===== src/rtl/bank_access_arbiter.sv =====
// bank_access_arbiter: shares one dual-port bank (one write port, one read
// port with registered 1-cycle read) between two clients. Write and read
// slots are arbitrated independently with round-robin fairness and an
// optional per-client lock that keeps ownership of a slot for bursts.
// Read results are tagged back to the issuing client via c*_rvalid.
// Optional build macro: BANK_ARB_RDREG_EN adds one register stage on
// rdata/c*_rvalid (read latency 2 instead of 1).
`timescale 1ns/1ps
module bank_access_arbiter #(
  parameter int ADDR_WIDTH = 7,
  parameter int DATA_WIDTH = 256
) (
  input  logic                  clk,
  input  logic                  rst,
  input  logic                  c0_req,
  input  logic                  c0_we,
  input  logic                  c0_lock,
  input  logic [ADDR_WIDTH-1:0] c0_addr,
  input  logic [DATA_WIDTH-1:0] c0_wdata,
  output logic                  c0_gnt,
  output logic                  c0_rvalid,
  input  logic                  c1_req,
  input  logic                  c1_we,
  input  logic                  c1_lock,
  input  logic [ADDR_WIDTH-1:0] c1_addr,
  input  logic [DATA_WIDTH-1:0] c1_wdata,
  output logic                  c1_gnt,
  output logic                  c1_rvalid,
  output logic [DATA_WIDTH-1:0] rdata,
  output logic [ADDR_WIDTH-1:0] bank_A1,
  output logic [ADDR_WIDTH-1:0] bank_A2,
  output logic [DATA_WIDTH-1:0] bank_D,
  output logic                  bank_WEN,
  output logic                  bank_REN,
  output logic                  bank_EN,
  input  logic [DATA_WIDTH-1:0] bank_Q
);

  typedef enum logic [1:0] {IDLE, OWN0, OWN1} own_e;

  typedef struct packed {
    own_e       st;
    logic       ptr;
    logic [1:0] gnt;
  } slot_t;

  // One slot's arbitration step: grant vector plus next state/pointer.
  function automatic slot_t arb(input own_e st, input logic ptr,
                                input logic [1:0] req, input logic [1:0] lock);
    slot_t r;
    r.st  = st;
    r.ptr = ptr;
    r.gnt = '0;
    case (st)
      IDLE: begin
        if (req == 2'b11) r.gnt = ptr ? 2'b10 : 2'b01;
        else              r.gnt = req;
        if (r.gnt[0]) begin
          r.ptr = 1'b1;
          if (lock[0]) r.st = OWN0;
        end
        if (r.gnt[1]) begin
          r.ptr = 1'b0;
          if (lock[1]) r.st = OWN1;
        end
      end
      OWN0: begin
        r.gnt = {1'b0, req[0]};
        if (req[0]) r.ptr = 1'b1;
        if (!lock[0]) begin
          r.st  = IDLE;
          r.ptr = 1'b1;
        end
      end
      OWN1: begin
        r.gnt = {req[1], 1'b0};
        if (req[1]) r.ptr = 1'b0;
        if (!lock[1]) begin
          r.st  = IDLE;
          r.ptr = 1'b0;
        end
      end
      default: r.st = IDLE;
    endcase
    return r;
  endfunction

  own_e       wr_st_q, wr_st_d, rd_st_q, rd_st_d;
  logic       wr_ptr_q, wr_ptr_d, rd_ptr_q, rd_ptr_d;
  logic [1:0] rv_q, rv_d;
  logic [1:0] wr_gnt, rd_gnt;
  slot_t      wr_n, rd_n;

  // Slot arbitration; grants are forced low while reset is asserted so all
  // outputs clear immediately without waiting for a clock edge.
  always_comb begin
    wr_n     = arb(wr_st_q, wr_ptr_q, {c1_req & c1_we, c0_req & c0_we},
                   {c1_lock, c0_lock});
    rd_n     = arb(rd_st_q, rd_ptr_q, {c1_req & ~c1_we, c0_req & ~c0_we},
                   {c1_lock, c0_lock});
    wr_st_d  = wr_n.st;
    wr_ptr_d = wr_n.ptr;
    rd_st_d  = rd_n.st;
    rd_ptr_d = rd_n.ptr;
    wr_gnt   = rst ? 2'b00 : wr_n.gnt;
    rd_gnt   = rst ? 2'b00 : rd_n.gnt;
    rv_d     = rd_gnt;
  end

  // Bank drive and client grants, muxed from the slot winners.
  always_comb begin
    c0_gnt   = wr_gnt[0] | rd_gnt[0];
    c1_gnt   = wr_gnt[1] | rd_gnt[1];
    bank_WEN = |wr_gnt;
    bank_REN = |rd_gnt;
    bank_EN  = bank_WEN | bank_REN;
    bank_A1  = '0;
    bank_D   = '0;
    bank_A2  = '0;
    if (wr_gnt[0]) begin
      bank_A1 = c0_addr;
      bank_D  = c0_wdata;
    end else if (wr_gnt[1]) begin
      bank_A1 = c1_addr;
      bank_D  = c1_wdata;
    end
    if (rd_gnt[0])      bank_A2 = c0_addr;
    else if (rd_gnt[1]) bank_A2 = c1_addr;
  end

  // Slot state, RR pointers and read-tag pipeline.
  always_ff @(posedge clk or posedge rst) begin
    if (rst) begin
      wr_st_q  <= IDLE;
      rd_st_q  <= IDLE;
      wr_ptr_q <= 1'b0;
      rd_ptr_q <= 1'b0;
      rv_q     <= '0;
    end else begin
      wr_st_q  <= wr_st_d;
      rd_st_q  <= rd_st_d;
      wr_ptr_q <= wr_ptr_d;
      rd_ptr_q <= rd_ptr_d;
      rv_q     <= rv_d;
    end
  end

`ifdef BANK_ARB_RDREG_EN
  logic [1:0]            rv2_q, rv2_d;
  logic [DATA_WIDTH-1:0] rdata_q, rdata_d;

  // Extra return stage: capture bank_Q only when a read is actually returning.
  always_comb begin
    rv2_d   = rv_q;
    rdata_d = (|rv_q) ? bank_Q : '0;
  end

  // Registered read-return stage.
  always_ff @(posedge clk or posedge rst) begin
    if (rst) begin
      rv2_q   <= '0;
      rdata_q <= '0;
    end else begin
      rv2_q   <= rv2_d;
      rdata_q <= rdata_d;
    end
  end

  assign c0_rvalid = rv2_q[0];
  assign c1_rvalid = rv2_q[1];
  assign rdata     = rdata_q;
`else
  // rdata follows bank_Q while a read returns and reads 0 otherwise, which
  // also gives the 0 value required during reset.
  assign c0_rvalid = rv_q[0];
  assign c1_rvalid = rv_q[1];
  assign rdata     = (|rv_q) ? bank_Q : '0;
`endif

endmodule


===== config.mk =====
export PLATFORM = sky130hd
export DESIGN_NAME = bank_access_arbiter
export DESIGN_NICKNAME = d
export VERILOG_FILES = /design/src/rtl/bank_access_arbiter.sv
export SDC_FILE = /design/constraint.sdc
export NUM_CORES = 1
export LEC_CHECK = 0
export CORE_AREA = 2 2 517 519
export DETAILED_ROUTE_END_ITERATION = 8
export DIE_AREA = 0 0 519 521
export DONT_BUFFER_PORTS = 1
export MAX_ROUTING_LAYER = met4
export PLACE_DENSITY = 0.3
export SKIP_LAST_GASP = 1
export SYNTH_ARGS = -nofsm -noshare
export SYNTH_HDL_FRONTEND = slang
export SYNTH_SLANG_ARGS = --single-unit

===== constraint.sdc =====
create_clock -name clk -period 2.1 [get_ports clk]
set_input_delay 0.21 -clock clk [delete_from_list [all_inputs] [get_ports clk]]
set_output_delay 0.21 -clock clk [all_outputs]
set_load 0.1 [all_outputs]

=== Yosys cells after proc, flatten, opt, wreduce, memory -nomap -nowiden ===
Cells that the tools add are included.

* Bits in registers: 8
* Output and inout port bits: 533

* Equality and inequality tests: 16
* Multiplexer cells: 35
* Bitwise gates (word level): 9
* Reductions and logical operators: 11

{| class="wikitable"
|+ Operator list
! cell !! count
|-
| two-way mux 256 bit || 3
|-
| two-way mux 7 bit || 4
|-
| two-way mux 2 bit || 12
|-
| two-way mux 3 bit || 8
|-
| inequality test 3 bit, second input constant || 6
|-
| one-hot mux 3 bit (3 select lines) || 2
|-
| one-hot mux 2 bit (3 select lines) || 2
|-
| equality test 2 bit, second input constant || 4
|-
| inequality test 2 bit, second input constant || 4
|-
| AND reduction 4 bit || 2
|-
| nonzero test 3 bit || 2
|-
| OR reduction 2 bit || 3
|-
| AND 1 bit || 4
|-
| equality test 2 x 1 -> 1 bit, second input constant || 2
|-
| zero test 2 bit || 2
|-
| two-way mux 1 bit || 4
|-
| AND reduction 2 bit || 2
|-
| OR 1 bit || 3
|-
| inverter 1 bit || 2
|}

=== Depth between registers and ports, before layout ===
Gate-level depths: netlist of the first run.

* Depth after elaboration: 12
* Mapped depth: 6

=== Least setup slack after synthesis of the first run ===
No wires, ideal clock.

* Kind: register to output
* From: register rv_q[1]
* To: output port rdata[215]
* Data arrival time: 2885 ps
* Required time: 1890 ps
* Path slack: -995 ps
* Stages on the path, launching flop included: 5
* Cell sequence: dfrtp_1 > nor2_1 > clkbuf_1 > clkbuf_1 > nor2b_1

* Longest elaborated chain between the ends: 2

{| class="wikitable"
|+ Ends and longest elaborated chain
! item !! line !! source
|-
| from (decl) || 90 || <nowiki>logic [1:0] rv_q, rv_d;</nowiki>
|-
| from (signal assigned) || 144 || <nowiki>rv_q <= rv_d;</nowiki>
|-
| OR reduction 2 bit || 177 || <nowiki>assign rdata = (|rv_q) ? bank_Q : '0;</nowiki>
|-
| two-way mux 256 bit || 177 ||
|-
| to (decl) || 29 || <nowiki>output logic [DATA_WIDTH-1:0] rdata,</nowiki>
|}

Every way passes these cells.

=== Worst setup path in the final report of the first run ===
* From: register rd_st_q[1]
* To: output port bank_EN

* Longest elaborated chain between the ends: 5
* Elaborated cells on any way between the ends: 7

{| class="wikitable"
|+ Ends and longest elaborated chain
! item !! line !! source
|-
| from (decl) || 88 || <nowiki>own_e wr_st_q, wr_st_d, rd_st_q, rd_st_d;</nowiki>
|-
| from (signal assigned) || 141 || <nowiki>rd_st_q <= rd_st_d;</nowiki>
|-
| equality test 2 bit, or another cell as far along || 54 || <nowiki>case (st)</nowiki>
|-
| one-hot mux 3 bit (3 select lines) * || 54 ||
|-
| two-way mux 2 bit * || 106 || <nowiki>rd_gnt = rst ? 2'b00 : rd_n.gnt;</nowiki>
|-
| named net rd_gnt[1] || 91 || <nowiki>logic [1:0] wr_gnt, rd_gnt;</nowiki>
|-
| OR reduction 2 bit * || 115 || <nowiki>bank_REN = |rd_gnt;</nowiki>
|-
| OR 1 bit * || 116 || <nowiki>bank_EN = bank_WEN | bank_REN;</nowiki>
|-
| to (decl) || 35 || <nowiki>output logic bank_EN,</nowiki>
|}

The timed path passes the listed nets; every way through them passes the cells marked *.

==> out/metrics.csv, run 1 <==
metric,value,unit
holdPathStages,1,
relSlewSlack,0.4334,
status,finished with violations,
yosys_warnings,0,
synth_ff_type,dfrtp_1,
reg2reg_slack,470,ps
cts-root-buf,clkbuf_16,
dpl-instance-area,0.02155,sq mm
grt-ovfl-total,0,
crit_cells,6,
synth-seq-cells,8,
hold_path_class,in2reg,
clockBufferDepth,2,
grt_max_degree,36,
maxCapViolations,0,
cpLargestDelayFamily,simple AND/OR/NAND/NOR gates,
worstMarginPinSlew,848.2,ps
dp_hpwl,207400,um
drtPass1Iterations,5,
ir_worst_vdd,0.0003372,V
initial_core_util,0.01919,
drtAntennaViolNets,0,
cp_slowest_cell,or4b_4,
fill_cells,30230,
cp.required,1890,ps
ys_types,36,
final_area,0.02604,sq mm
crit_path_max_fanout,3,
final_common_cell,buf_12,
grt_pass1_vias,9938,
cts_tree,yes,
place_ws,-261.0,ps
yosysSeqAreaShare,0.03947,
core-area,0.2644,sq mm
ios,1323,
grt.total_usage,0.1603,
grt_first_pass_wirelength,243200,um
cp-end-kind,output pin,
port_buffers,0,
setup_viol,275,
areaGrowthSynthToFinish,413.4,%
chipHeight,521,um
syn_avg_cell_area,7.492,sq um
clkSlewWorstSetupHoldPaths,40,ps
antenna_found_initial,218,
via_per_inst,2.051,
fin_ws,-289.3,ps
avgRoutedWirePerCell,44.63,um
total_power,0.01704,W
htreeDepth,1,
most-common-layout-cells,"buf_12, a22o_4, nor2b_2, nor2b_4, buf_4",
r2r_cells,7,
nNetsFinal,2081,
vias,10220,
power.leakage,9.355,nW
synth_area,0.005072,sq mm
wl,222400,um
timing.final.crit_period,2389,ps
synth_edf_count,0,
first_iter_violations,480,
async_flop_share,1.000,
crit_type,reg2out,
rsz0062_at_grt,yes,
fin_crit_sh,1.138,
path_cells,ha_4 -> or4b_4 -> o2111ai_4 -> inv_2 -> or4_4 -> buf_12,
fin_util,0.09851,
crit_path_max_incr_delay,490,ps
gp_congestion,1.294,
clock_sinks,8,
final_hold_viol_count,0,
syn_nets,1471,
crit_arrival,2180,ps
final_max_slew_viol_count,0,
drc,0,
dieArea,0.2704,sq mm
p_per_area,654.3,mW/mm^2
cts_buffers,3,
synth_cells,677,
rows,189,
path_buf_inv,2,
clock_latency,240,ps
max_freq,418.5,MHz
crit_path_start_kind,register,
die-width,519,um
drive_gt1_frac,0.9712,
skew,2.394,ps
violations,negative setup slack,
final cells by class:
| cell class | instances | area, sq um | area share |
|---|---|---|---|
| Clock buffer | 3 | 75.07 | 0.002883 |
| Antenna cell | 166 | 415.4 | 0.01595 |
| Tap cell | 3533 | 4420 | 0.1697 |
| Multi-Input combinational cell | 576 | 7671 | 0.2945 |
| Sequential cell | 8 | 209.0 | 0.008023 |
| Timing Repair Buffer | 692 | 13230 | 0.5080 |
| Inverter | 6 | 22.52 | 0.0008648 |
where the power goes:
part	leakage, nW	internal, W	switching (W)
clock network	0.0380	0.000246	0.0000807
logic	9.22	0.00540	0.0111
registers	0.101	0.000197	0.0000460
total	9.35	0.00584	0.0112
worst paths after layout:
path / from / end
setup reg to reg: rd_st_q[0] / rd_ptr_q
setup / recovery: rd_st_q[1] / bank_EN
hold reg to reg: rd_ptr_q / rd_ptr_q
max in group asynchronous: rst / rv_q[0]
hold / removal: c0_lock / wr_st_q[0]
min in group asynchronous: rst / wr_st_q[1]
cells in the mapped netlist (all sizes together) (2+ instances only):
master | n | area [sq um]
nand2 | 3 | 13.77
a21oi | 4 | 20.02
nor2 | 3 | 11.26
nor2b | 258 | 1614
a22oi | 3 | 22.52
nand2b | 5 | 31.28
a22o | 270 | 2365
or2 | 2 | 12.51
ha | 4 | 50.05
nor4 | 2 | 18.77
o21ai | 3 | 15.01
inv | 6 | 22.52
buf | 55 | 380.4
clkbuf | 32 | 120.1
dfrtp | 8 | 200.2
nand3 | 2 | 10.01
mux2 | 2 | 22.52
flip-flops by register name, indices dropped and copies added (netlist names):
name	count
wr_st_q	2
rd_ptr_q	1
rv_q	2
wr_ptr_q	1
rd_st_q	2
layer usage:
| metal | vias to the layer above | GRT usage | wire, um |
|---|---|---|---|
| li1 | 4034 | - | - |
| met1 | 4839 | 0.1511 | 76020 |
| met2 | 1121 | 0.2287 | 93180 |
| met3 | 230 | 0.1504 | 44820 |
| met4 | 0 | 0.05267 | 8420 |
| met5 | - | - | 0 |
stage by stage:
stage / hold slack (ps) / instances / TNS [ps]
2_1_floorplan: 25.70 / 677 / -117950
3_3_place_gp: 139.6 / 4715 / -18690
3_5_place_dp: 123.1 / 4715 / -15400
4_1_cts: 112.6 / 4772 / -69820
5_1_grt: 122.8 / 4980 / -66820
6_report: 116.6 / 4984 / -50400
cells by family after synthesis:
| family | after synthesis | synth area share |
|---|---|---|
| AOI/OAI and AO/OA | 288 | 0.4951 |
| and+or+nand+nor | 282 | 0.3481 |
| buffers and inverters | 93 | 0.1031 |
| DFF | 8 | 0.03947 |
| adders and majority gates | 4 | 0.009867 |
| muxes | 2 | 0.004440 |
repair_timing:
action / 4_1_cts / 5_1_grt
endpoints found under the setup margin: 299 / 315
hold buffers: 1 / 0
resized for setup: 203 / 188
pin swaps: 25 / 93
buffers inserted: 33 / 32
gates cloned: 21 / 23
hold endpoints to repair: 8 / 0
(Power assumes the default switching activity.)
==> run 2: changes to the inputs <==
- RECOVER_POWER: not set -> 25
- clock period: 2.1 -> 2.89 ns (I/O delays scaled with it)
==> run 2 against run 1 <==
The flow now finishes without violations. Clock power is 24% lower. Core utilization decreased by 1.9 points. Routed wire length rose by 0.14%. Worst setup slack gained 370 ps. Cell count shrank 1.4%. Combinational power decreased by 35%. Largest power group unchanged. Final area decreased by 20%. Critical path depth up 2. Via count down 2.1%. Largest cell class unchanged. Non-clock buffer count fell by 107.
==> out/metrics.csv, run 2 (synthesized netlist as in run 1, its figures left out) <==
metric,value,unit
status,completed,
cpLargestDelayFamily,simple AND/OR/NAND/NOR gates,
chipHeight,521,um
path_buf_inv,4,
crit_type,reg2out,
initial_core_util,0.01919,
switchingPower,0.007880,W
first_iter_violations,443,
grt_pass1_vias,9258,
crit_path_start_kind,register,
pwr-share-clk,0.022,
cp-end-kind,output pin,
drtPass1Iterations,5,
sw_frac_of_total,0.7061,
ios,1323,
cp.required,2600,ps
crit_path_max_fanout,4,
grt.total_usage,0.1624,
use_met1,0.1659,
setup_viol,0,
met3_usage,0.1531,
multi_input_area,0.005197,sq mm
relSlewSlack,0.08320,
clock_latency,250,ps
final_common_cell,buf_12,
dp_hpwl,215700,um
hold_path_class,in2reg,
p_int,0.003280,W
die-width,519,um
cp_slowest_cell,or4_4,
p_per_area,533.9,mW/mm^2
most-common-layout-cells,"buf_12, a22o_1, nor2b_2, nor2b_1, nor2b_4",
dieArea,0.2704,sq mm
cts_tree,yes,
avgRoutedWirePerCell,45.35,um
clock_sinks,8,
rows,189,
power_frac_seq,0.015,
gp_congestion,1.187,
clkSlewWorstSetupHoldPaths,40,ps
worstMarginPinSlew,1381,ps
whs,179.9,ps
antenna_found_initial,368,
crit_arrival,2520,ps
timing.final.crit_period,2806,ps
areaGrowthSynthToFinish,312.1,%
finalNonFillerCells,4912,
skew,8.630,ps
vias,10010,
path_cells,inv_1 -> ha_2 -> or4b_1 -> o2111ai_1 -> buf_4 -> inv_1 -> or4_4 -> buf_12,
core-area,0.2644,sq mm
top_regs,"rd_st_q (2), rv_q (2), wr_st_q (2)",
ir_worst_vdd,0.0002638,V
nNetsFinal,1974,
power.leakage,6.703,nW
grt-busiest-layer,met2,
grt-ovfl-total,0,
final_max_slew_viol_count,0,
drive_gt1_frac,0.6885,
cts-root-buf,clkbuf_16,
port_buffers,0,
fin_crit_sh,0.9708,
cts_buffers,3,
max_freq,356.4,MHz
seqCellArea,200.2,sq um
reg2reg_slack,1230,ps
fill_cells,30770,
drtAntennaViolNets,0,
htreeDepth,1,
grt_first_pass_wirelength,244600,um
clockBufferDepth,2,
via_per_inst,2.037,
drc,0,
crit_path_frequent_cell,inv_1,
p_comb_frac,0.963,
maxCapViolations,0,
crit_path_max_incr_delay,490,ps
fin_util,0.07906,
wl,222800,um
final_hold_viol_count,0,
dp_cells,4705,
grt_use_met2,0.2235,
grt_max_degree,67,
-- run 2: cell count changes in the layout (fill, tap and decap cells not counted), sizes merged --
cell / change
bufbuf: -1
buf: -120
diode: +35
clkbuf: +14
-- run 2: cell type report --
type | count | share of cell area
clock buffers | 3 | 0.003592
flip-flops and latches | 8 | 0.009578
diodes | 201 | 0.02406
multi-input cells | 576 | 0.2487
repair buffers | 585 | 0.5015
well taps | 3533 | 0.2115
inverters | 6 | 0.001078
-- run 2: power groups by stage --
stage	clock, W	combinational, W	sequential, W
6_report	0.000248	0.0107	0.000167
3_5_place_dp	0	0.0112	0.000173
2_1_floorplan	0	0.00597	0.000189
4_1_cts	0.000248	0.0112	0.000168
5_1_grt	0.000251	0.0111	0.000170
3_3_place_gp	0	0.0111	0.000172
-- run 2: repair_timing --
| item | CTS | global route |
|---|---|---|
| setup buffers | 2 | 0 |
| hold buffers | 1 | 0 |
| pin swaps | 1 | 1 |
| resized for setup | 2 | 0 |
| endpoints found under the setup margin | 1 | 1 |
| gates cloned | 0 | 0 |
| hold endpoints to repair | 8 | 0 |
-- run 2: metal layers --
metal	wire, um	vias up
met1	79870	4499
met2	89080	1363
met3	48540	327
met5	0	-
li1	-	3816
met4	5257	0
-- run 2: worst register-to-register path, cell delays in order (launching register included) --
cell,delay [ps]
dfrtp_1,340
inv_1,80
ha_2,220
or4b_1,480
o2111ai_1,110
buf_4,180
inv_1,110
-- run 2: final timing paths --
path | startpoint | to | cells past startpoint
worst max register to register | rd_st_q[0] | rv_q[1] | 6
worst min-delay path | c0_lock | wr_st_q[0] | 1
max in group asynchronous | rst | wr_st_q[1] | 2
worst max-delay path | rd_st_q[0] | bank_EN | 8
min in group asynchronous | rst | rd_st_q[0] | 2
worst min register to register | wr_ptr_q | wr_ptr_q | 1
-- run 2: per-stage QoR --
stage               area (sq um)  power (W)  setup TNS, ps  setup slack, ps
CTS                        21000    0.01162              0            14.39
floorplan                   5097   0.006155         -66700           -284.3
detailed placement         20890    0.01133              0            73.53
global route               20870    0.01148        -0.5411          -0.5411
global placement           20890    0.01132              0            69.92
finish                     20900    0.01116              0            84.40
